--- src/rtl/md_frame_decoder.sv ---
// Purpose: decode UDP market-data ticks from a 32-bit Ethernet AXI-Stream and count ok/dropped frames.
// Latency: tick_valid and the tick fields update 1 cycle after word 13 of an accepted frame.
// Backpressure: none -- s_axis_tready stays high in every cycle after reset.
module md_frame_decoder #(
  parameter logic [15:0] UDP_DST_PORT = 16'h04D2,
  parameter logic [15:0] MAGIC        = 16'hAA55
) (
  input  logic        clk,
  input  logic        rst_n,
  input  logic [31:0] s_axis_tdata,
  input  logic        s_axis_tvalid,
  input  logic        s_axis_tlast,
  output logic        s_axis_tready,
  output logic [31:0] tick_price,
  output logic [31:0] tick_qty,
  output logic        tick_is_buy,
  output logic        tick_valid,
  output logic [15:0] pkt_ok_count,
  output logic [15:0] pkt_drop_count
);

  typedef enum logic [1:0] {IDLE, HDR, PAYLOAD, DROP} state_t;

  state_t      state;
  logic [3:0]  word_idx;   // index of the word the next accepted beat represents
  logic [55:0] pay_q;      // p0..p6, p0 in the top byte
  logic        beat;
  logic [7:0]  b0, b1, b2, b3;
  logic        hdr_ok;
  logic [7:0]  pay_xor;
  logic        side_ok;
  logic        frame_ok;

  assign beat = s_axis_tvalid & s_axis_tready;
  assign b0   = s_axis_tdata[7:0];
  assign b1   = s_axis_tdata[15:8];
  assign b2   = s_axis_tdata[23:16];
  assign b3   = s_axis_tdata[31:24];

  // Header field check for whichever header word is currently on the bus.
  always_comb begin
    hdr_ok = 1'b1;
    case (word_idx)
      4'd3:    hdr_ok = (b0 == 8'h08) && (b1 == 8'h00);
      4'd5:    hdr_ok = (b3 == 8'h11);
      4'd9:    hdr_ok = (b0 == UDP_DST_PORT[15:8]) && (b1 == UDP_DST_PORT[7:0]);
      4'd10:   hdr_ok = (b2 == MAGIC[15:8]) && (b3 == MAGIC[7:0]);
      default: hdr_ok = 1'b1;
    endcase
  end

  // Payload checksum: stored p0..p6 folded with the live p7 and p8 of word 13.
  always_comb begin
    pay_xor = b0 ^ b1;
    for (int i = 0; i < 7; i++) begin
      pay_xor = pay_xor ^ pay_q[8*i +: 8];
    end
    side_ok  = (b1 == 8'h42) || (b1 == 8'h53);
    frame_ok = side_ok && (pay_xor == b2);
  end

  function automatic logic [15:0] sat_inc(input logic [15:0] v);
    return (v == 16'hFFFF) ? v : v + 16'd1;
  endfunction

  // Frame FSM: walks the word index, captures the payload and owns every output register.
  always_ff @(posedge clk or negedge rst_n) begin
    if (!rst_n) begin
      state          <= IDLE;
      word_idx       <= 4'd0;
      pay_q          <= '0;
      s_axis_tready  <= 1'b0;
      tick_price     <= '0;
      tick_qty       <= '0;
      tick_is_buy    <= 1'b0;
      tick_valid     <= 1'b0;
      pkt_ok_count   <= '0;
      pkt_drop_count <= '0;
    end else begin
      s_axis_tready <= 1'b1;
      tick_valid    <= 1'b0;
      if (beat) begin
        case (state)
          IDLE: begin
            // This beat is word 0; a single-beat frame is a runt.
            if (s_axis_tlast) begin
              pkt_drop_count <= sat_inc(pkt_drop_count);
            end else begin
              state    <= HDR;
              word_idx <= 4'd1;
            end
          end
          HDR: begin
            if (s_axis_tlast) begin
              pkt_drop_count <= sat_inc(pkt_drop_count);
              state          <= IDLE;
              word_idx       <= 4'd0;
            end else if (!hdr_ok) begin
              state <= DROP;
            end else begin
              word_idx <= word_idx + 4'd1;
              if (word_idx == 4'd10) state <= PAYLOAD;
            end
          end
          PAYLOAD: begin
            if (word_idx == 4'd11) pay_q[55:32] <= {b1, b2, b3};
            if (word_idx == 4'd12) pay_q[31:0]  <= {b0, b1, b2, b3};
            if (word_idx == 4'd13) begin
              if (s_axis_tlast) begin
                if (frame_ok) begin
                  tick_valid   <= 1'b1;
                  tick_price   <= pay_q[55:24];
                  tick_qty     <= {pay_q[23:0], b0};
                  tick_is_buy  <= (b1 == 8'h42);
                  pkt_ok_count <= sat_inc(pkt_ok_count);
                end else begin
                  pkt_drop_count <= sat_inc(pkt_drop_count);
                end
                state    <= IDLE;
                word_idx <= 4'd0;
              end else begin
                // Frame runs past its fixed length: discard the tail.
                state <= DROP;
              end
            end else if (s_axis_tlast) begin
              pkt_drop_count <= sat_inc(pkt_drop_count);
              state          <= IDLE;
              word_idx       <= 4'd0;
            end else if ((word_idx == 4'd11) && (b0 != 8'h09)) begin
              state <= DROP;
            end else begin
              word_idx <= word_idx + 4'd1;
            end
          end
          DROP: begin
            if (s_axis_tlast) begin
              pkt_drop_count <= sat_inc(pkt_drop_count);
              state          <= IDLE;
              word_idx       <= 4'd0;
            end
          end
          default: begin
            state    <= IDLE;
            word_idx <= 4'd0;
          end
        endcase
      end
    end
  end

endmodule

--- config.mk ---
export PLATFORM = sky130hd
export DESIGN_NAME = md_frame_decoder
export DESIGN_NICKNAME = d
export VERILOG_FILES = /design/src/rtl/md_frame_decoder.sv
export SDC_FILE = /design/constraint.sdc
export NUM_CORES = 1
export LEC_CHECK = 0
export ABC_AREA = 1
export CAP_MARGIN = 25
export CORE_MARGIN = 2
export CORE_UTILIZATION = 45
export CTS_CLUSTER_SIZE = 14
export DETAILED_ROUTE_END_ITERATION = 6
export GPL_ROUTABILITY_DRIVEN = 0
export GPL_TIMING_DRIVEN = 1
export PLACE_DENSITY = 0.8
export SYNTH_ARGS = -nofsm -noshare
export SYNTH_HDL_FRONTEND = slang
export SYNTH_SLANG_ARGS = --single-unit
--- constraint.sdc ---
create_clock -name clk -period 4.4 [get_ports clk]
set_input_delay 0.66 -clock clk [delete_from_list [all_inputs] [get_ports clk]]
set_output_delay 0.66 -clock clk [all_outputs]
set_load 0.02 [all_outputs]
Yosys cells after proc, flatten, opt, wreduce, memory -nomap -nowiden
Index checks and enable logic that the tools add are counted.

word-level totals
  register bits after elaboration = 161
  bits of input ports = 36
  output and inout port bits = 99
  word-level logic and storage cells = 100

operators by class
  add/sub/neg operators = 3
  equality and inequality tests = 30
  muxes and demuxes = 30
  bitwise operators = 10
  reduce and logical (&&, ||, !) cells = 16

operators with widths
  operator               count
  $mux 16                5
  $xor 8x8->8            8
  $add 16x1->16 const B  2
  $eq 16x16->1 const B   2
  $pmux 16 s2            1
  $mux 4                 7
  $eq 8x7->1 const B     3
  $eq 4x4->1 const B     5
  $mux 2                 9
  $eq 8x8->1 const B     2
  $pmux 4 s4             1
  $ne 4x4->1 const B     3
  $reduce_and 5->1       2
  $ne 3x3->1 const B     3
  $reduce_and 3->1       3
  $eq 8x3->1 const B     1
  $eq 8x4->1 const B     1
  $eq 8x5->1 const B     1
  $eq 8x8->1             1
  $logic_not 8->1        1
  $ne 8x4->1 const B     1
  $pmux 2 s4             1
  $reduce_and 6->1       1
  $logic_and 1x1->1      5
  14 further kinds       20

Depth between registers and ports, before layout
  depth after elaboration = 15
  mapped depth = 19
  gate-level depth less buffers = 18

Worst setup path before layout
OpenSTA, ideal clock, no wires.

  path kind = register to register
  start = register word_idx[1]
  end = register tick_qty[13]
  setup time = 0.118 ns
  arrival = 2.065 ns
  required time = 4.282 ns
  setup slack = 2.217 ns
  stages on the path, launching flop included = 20
  buffers on the path = 2
  period minus slack after synthesis = 2.183 ns
  cells stage by stage = dfrtp_1 > inv_1 > ha_1 > inv_1 > nor2_4 > inv_2 > nor2_8 > inv_4 > nor2_1 > nand2_1 > clkinv_1 > nand3_1 > nor2_1 > nand2_1 > nor3_2 > inv_2 > buf_6 > buf_6 > nand2_1 > o21ai_2

between the ends
  word-level cells in the longest chain between the ends = 2

RTL lines
  item                               RTL line  text
  start, declared                    25        logic [3:0] word_idx;
  start signal, assigned             101       word_idx <= word_idx + 4'd1;
  start signal, assigned             132       word_idx <= word_idx + 4'd1;
  $eq 4x4->1                         108       if (word_idx == 4'd13) begin
  $reduce_and 5->1 (no source line)  -
  end signal, assigned               113       tick_qty <= {pay_q[23:0], b0};
  end, declared                      15        output logic [31:0] tick_qty,

No other way between the ends.
A chain may end at the register's enable or synchronous reset.

Worst setup path after layout
  start = input port s_axis_tlast
  end = register tick_qty[18]

between the ends
  word-level cells in the longest chain between the ends = 1

RTL lines
  item                               RTL line  text
  start, declared                    12        input logic s_axis_tlast,
  $reduce_and 5->1 (no source line)  -

No other way between the ends.

==> reports/qor.log <==
[synth] fraction of the yosys area taken by sequential cells 0.453
[critical_path] worst path cell trace clkdlybuf4s50_1, buf_4, clkinv_1, nor2_1, inv_1, nor3_4, buf_4, clkinv_2, buf_4, nand2_1, o21ai_2
[layout] total number of nets in the final design 1,374
[drt] vias post-DR 8,200
[sta] Setup-failing EPs final 0
[synth] synthesized area per cell 7.40 um2
[clocking] Clock Sinks 161
[drt] Vias per Instance 5.09
[power] Leakage 5.38 nW
[drt] Routed wire per std cell 14.5 um
[critical_path] Worst R2R End tick_qty[18]
[die] die outline width 145 um
[sta] Max-slew headroom 0.599
[grt] number of antenna violations at the first check in global routing 0
[clocking] CTS max path bufs 2
[die] number of core rows 51
[die] Floorplan Core Area 0.0195 mm2
[critical_path] Crit Reg-Reg Startpoint word_idx[1]
[critical_path] Worst Setup End Kind flop
[drt] Detailed Routing Iterations Pass 1 6
[clocking] CTS tree done
[worst_hold_path] type of the tightest min-delay check in2async
[die] Vert. Die Dim 145 um
[critical_path] crit path DAT 3390 ps
[sta] RSZ-0062 raised after global routing no
[sta] Slew Limit Fails 0
[sta] transition time at the pin with the least slew margin 586 ps
[critical_path] peak fanout along the critical path 51
[layout] area occupied by multi-input gates 0.00408 mm2
[layout] number of diodes added for antenna fixing 0
[layout] area of all sequential standard cells 0.00403 mm2
[synth] EDFF count, synth 0
[critical_path] worst-path cell with the longest stage delay sky130_fd_sc_hd__nor2_1
[grt] wire length of the first global-routing pass 38,100 um
[clocking] number of setup buffers added after CTS 0
[critical_path] required time reported for the critical path endpoint 4710 ps
[placement] detailed-placement wirelength estimate 17,200 um
[sta] Final min period 3080 ps
[clocking] number of CTS-inserted buffers 17
[drt] Post-route DRC 0
[sta] Hold Slack 126 ps
[critical_path] slowest stage delay, CP 460 ps
[layout] share of layout cells above drive strength 1 0.0610
[drt] final wirelength 23,400 um
[clocking] H-tree Lvls 4
[synth] Yosys reg bits 161
[critical_path] cell repeated most along the worst path sky130_fd_sc_hd__buf_4
[sta] post-route clock skew 10.1 ps
[sta] total negative setup slack 0 ps
[placement] Port Buffers 134
[sta] maximum frequency from static timing analysis 0.325 GHz
[clocking] CTS hold repair buffers 0
[clocking] post-cts gate resize count 0
[layout] leading cell types in the layout, fill and taps excluded 454 x sky130_fd_sc_hd__nand2_1, 161 x sky130_fd_sc_hd__dfrtp_1, 143 x sky130_fd_sc_hd__inv_1
[sta] part of the cycle the worst path needs 0.699
[clocking] Clk Latency, worst-skew pair 440 ps
[job] number of max-cap violations 0
[drt] DRT antenna net count 0
[die] number of primary I/O pins 135
[status] outcome finished, final reports clean
[synth] Async S/R FF share, synth 1.00
[power] areal power density over the cells 343 mW/mm2
[critical_path] register-to-register setup slack 1330 ps
[critical_path] Worst Reg2Reg Path Length in Cells 19
[critical_path] launching element type of the critical path input pin
[die] die area 0.0209 mm2
[synth] syn nets 1,244
[grt] largest net degree at the start of global routing 105
[grt] total overflow reported by the global router 0
[layout] layout overhead on the synthesized area 24.1%
[layout] filler cell count in the final layout 1,756
[critical_path] category of the critical setup timing path in2reg
[sta] final hold vios 0
[grt] vias in the first global route 7,758
[synth] post-synthesis instance total 1,202
[drt] DRC marker count from the first detailed-route iteration 735
[synth] yosys synthesis warning count 0
[clocking] clock root buffer sky130_fd_sc_hd__clkbuf_16
[power] worst voltage drop across the vdd grid 0.308 mV
[synth] number of library cell types mapped by synthesis 40
[synth] cell area after synthesis 0.00890 mm2
[synth] Most used DFF post-synth sky130_fd_sc_hd__dfrtp_1
[die] effective utilization at floorplan 0.457
[grt] global router's overall resource usage 0.233
[clocking] clk slew on worst S/H paths 70 ps
[layout] most common cell after layout, fill and taps aside sky130_fd_sc_hd__nand2_1
-- metal layers --
layer,global-route usage,part of all wire,vias to the layer above
met1,0.298,0.43,3791
met2,0.397,0.48,284
met5,0,0,-
li1,-,-,4078
met4,0.0874,0.029,0
met3,0.0407,0.064,47
-- metrics by stage --
| stage | std cells | worst slack, ps | utilization | cell area [um2] | total power [mW] |
|---|---|---|---|---|---|
| global placement | 1577 | 1010 | 0.535 | 10400 | 2.27 |
| detailed placement | 1577 | 940 | 0.535 | 10400 | 2.29 |
| CTS | 1609 | 1320 | 0.566 | 11000 | 3.79 |
| finish | 1610 | 1330 | 0.567 | 11000 | 3.78 |
| global route | 1610 | 1060 | 0.567 | 11000 | 3.96 |
| floorplan | 1202 | 2220 | - | 8900 | 2.03 |
-- worst max-delay path by stage --
stage | cells after the start | start | slack, ps | to
floorplan | 19 | word_idx[1] | 2220 | tick_qty[13]
global placement | 11 | s_axis_tlast | 1010 | tick_qty[19]
detailed placement | 11 | s_axis_tlast | 940 | tick_qty[27]
CTS | 19 | word_idx[1] | 1320 | tick_qty[11]
global route | 19 | word_idx[1] | 1060 | tick_qty[25]
finish | 11 | s_axis_tlast | 1330 | tick_qty[18]
-- flip-flops by register name, summed over array words and instances (netlist names) --
signal / count
pay_q: 56
tick_price: 32
tick_qty: 32
pkt_drop_count: 16
pkt_ok_count: 16
word_idx: 4
state: 2
s_axis_tready: 1
tick_is_buy: 1
tick_valid: 1
-- cells in the mapped netlist, types with 12 or more instances --
master,instances,area [um2]
sky130_fd_sc_hd__o21ai_1,16,80.1
sky130_fd_sc_hd__buf_6,12,135
sky130_fd_sc_hd__xnor2_1,18,158
sky130_fd_sc_hd__dfrtp_1,161,4030
sky130_fd_sc_hd__inv_1,143,537
sky130_fd_sc_hd__xor2_1,20,175
sky130_fd_sc_hd__o21ai_2,26,228
sky130_fd_sc_hd__nand2_1,454,1700
sky130_fd_sc_hd__clkbuf_1,14,52.6
sky130_fd_sc_hd__o21ai_0,88,440
sky130_fd_sc_hd__nor2_1,58,218
sky130_fd_sc_hd__nor3_1,15,75.1
sky130_fd_sc_hd__nand3_1,90,450
sky130_fd_sc_hd__nand4_1,24,150
-- critical path, delay by kind of cell --
kind,cells,cell delay [ps]
AO/OA/AOI/OAI,1,70
buffers and inverters,7,1760
AND/OR/NAND/NOR,3,870
-- cell families (layout without fill, tap and decap cells) --
| logic type | count (synthesis) | count (layout) | share of synthesized area |
|---|---|---|---|
| AND/OR/NAND/NOR | 657 | 657 | 0.307 |
| flip-flops | 161 | 161 | 0.453 |
| multiplexers | 3 | 3 | 0.00338 |
| buffers and inverters | 184 | 327 | 0.0897 |
| adder cells (fa/ha/maj) | 6 | 6 | 0.00844 |
| AO/OA/AOI/OAI | 152 | 152 | 0.101 |
| other | 1 | 1 | 0.000421 |
| XOR/XNOR | 38 | 38 | 0.0374 |
-- layout make-up --
cell class	instances	area share
inverter	150	0.0513
timing repair buffer	145	0.131
clock inverter	15	0.0154
sequential	161	0.365
tap	265	0.0300
multi-input combinational	857	0.369
clock buffer	17	0.0385
-- report_power, final --
part           internal (mW)  total, mW  switching [mW]  leakage, nW
sequential              1.53       1.62          0.0863         2.16
combinational          0.245      0.649           0.404         2.92
clock                  0.854       1.51           0.660        0.299
(Power assumes the default switching activity.)
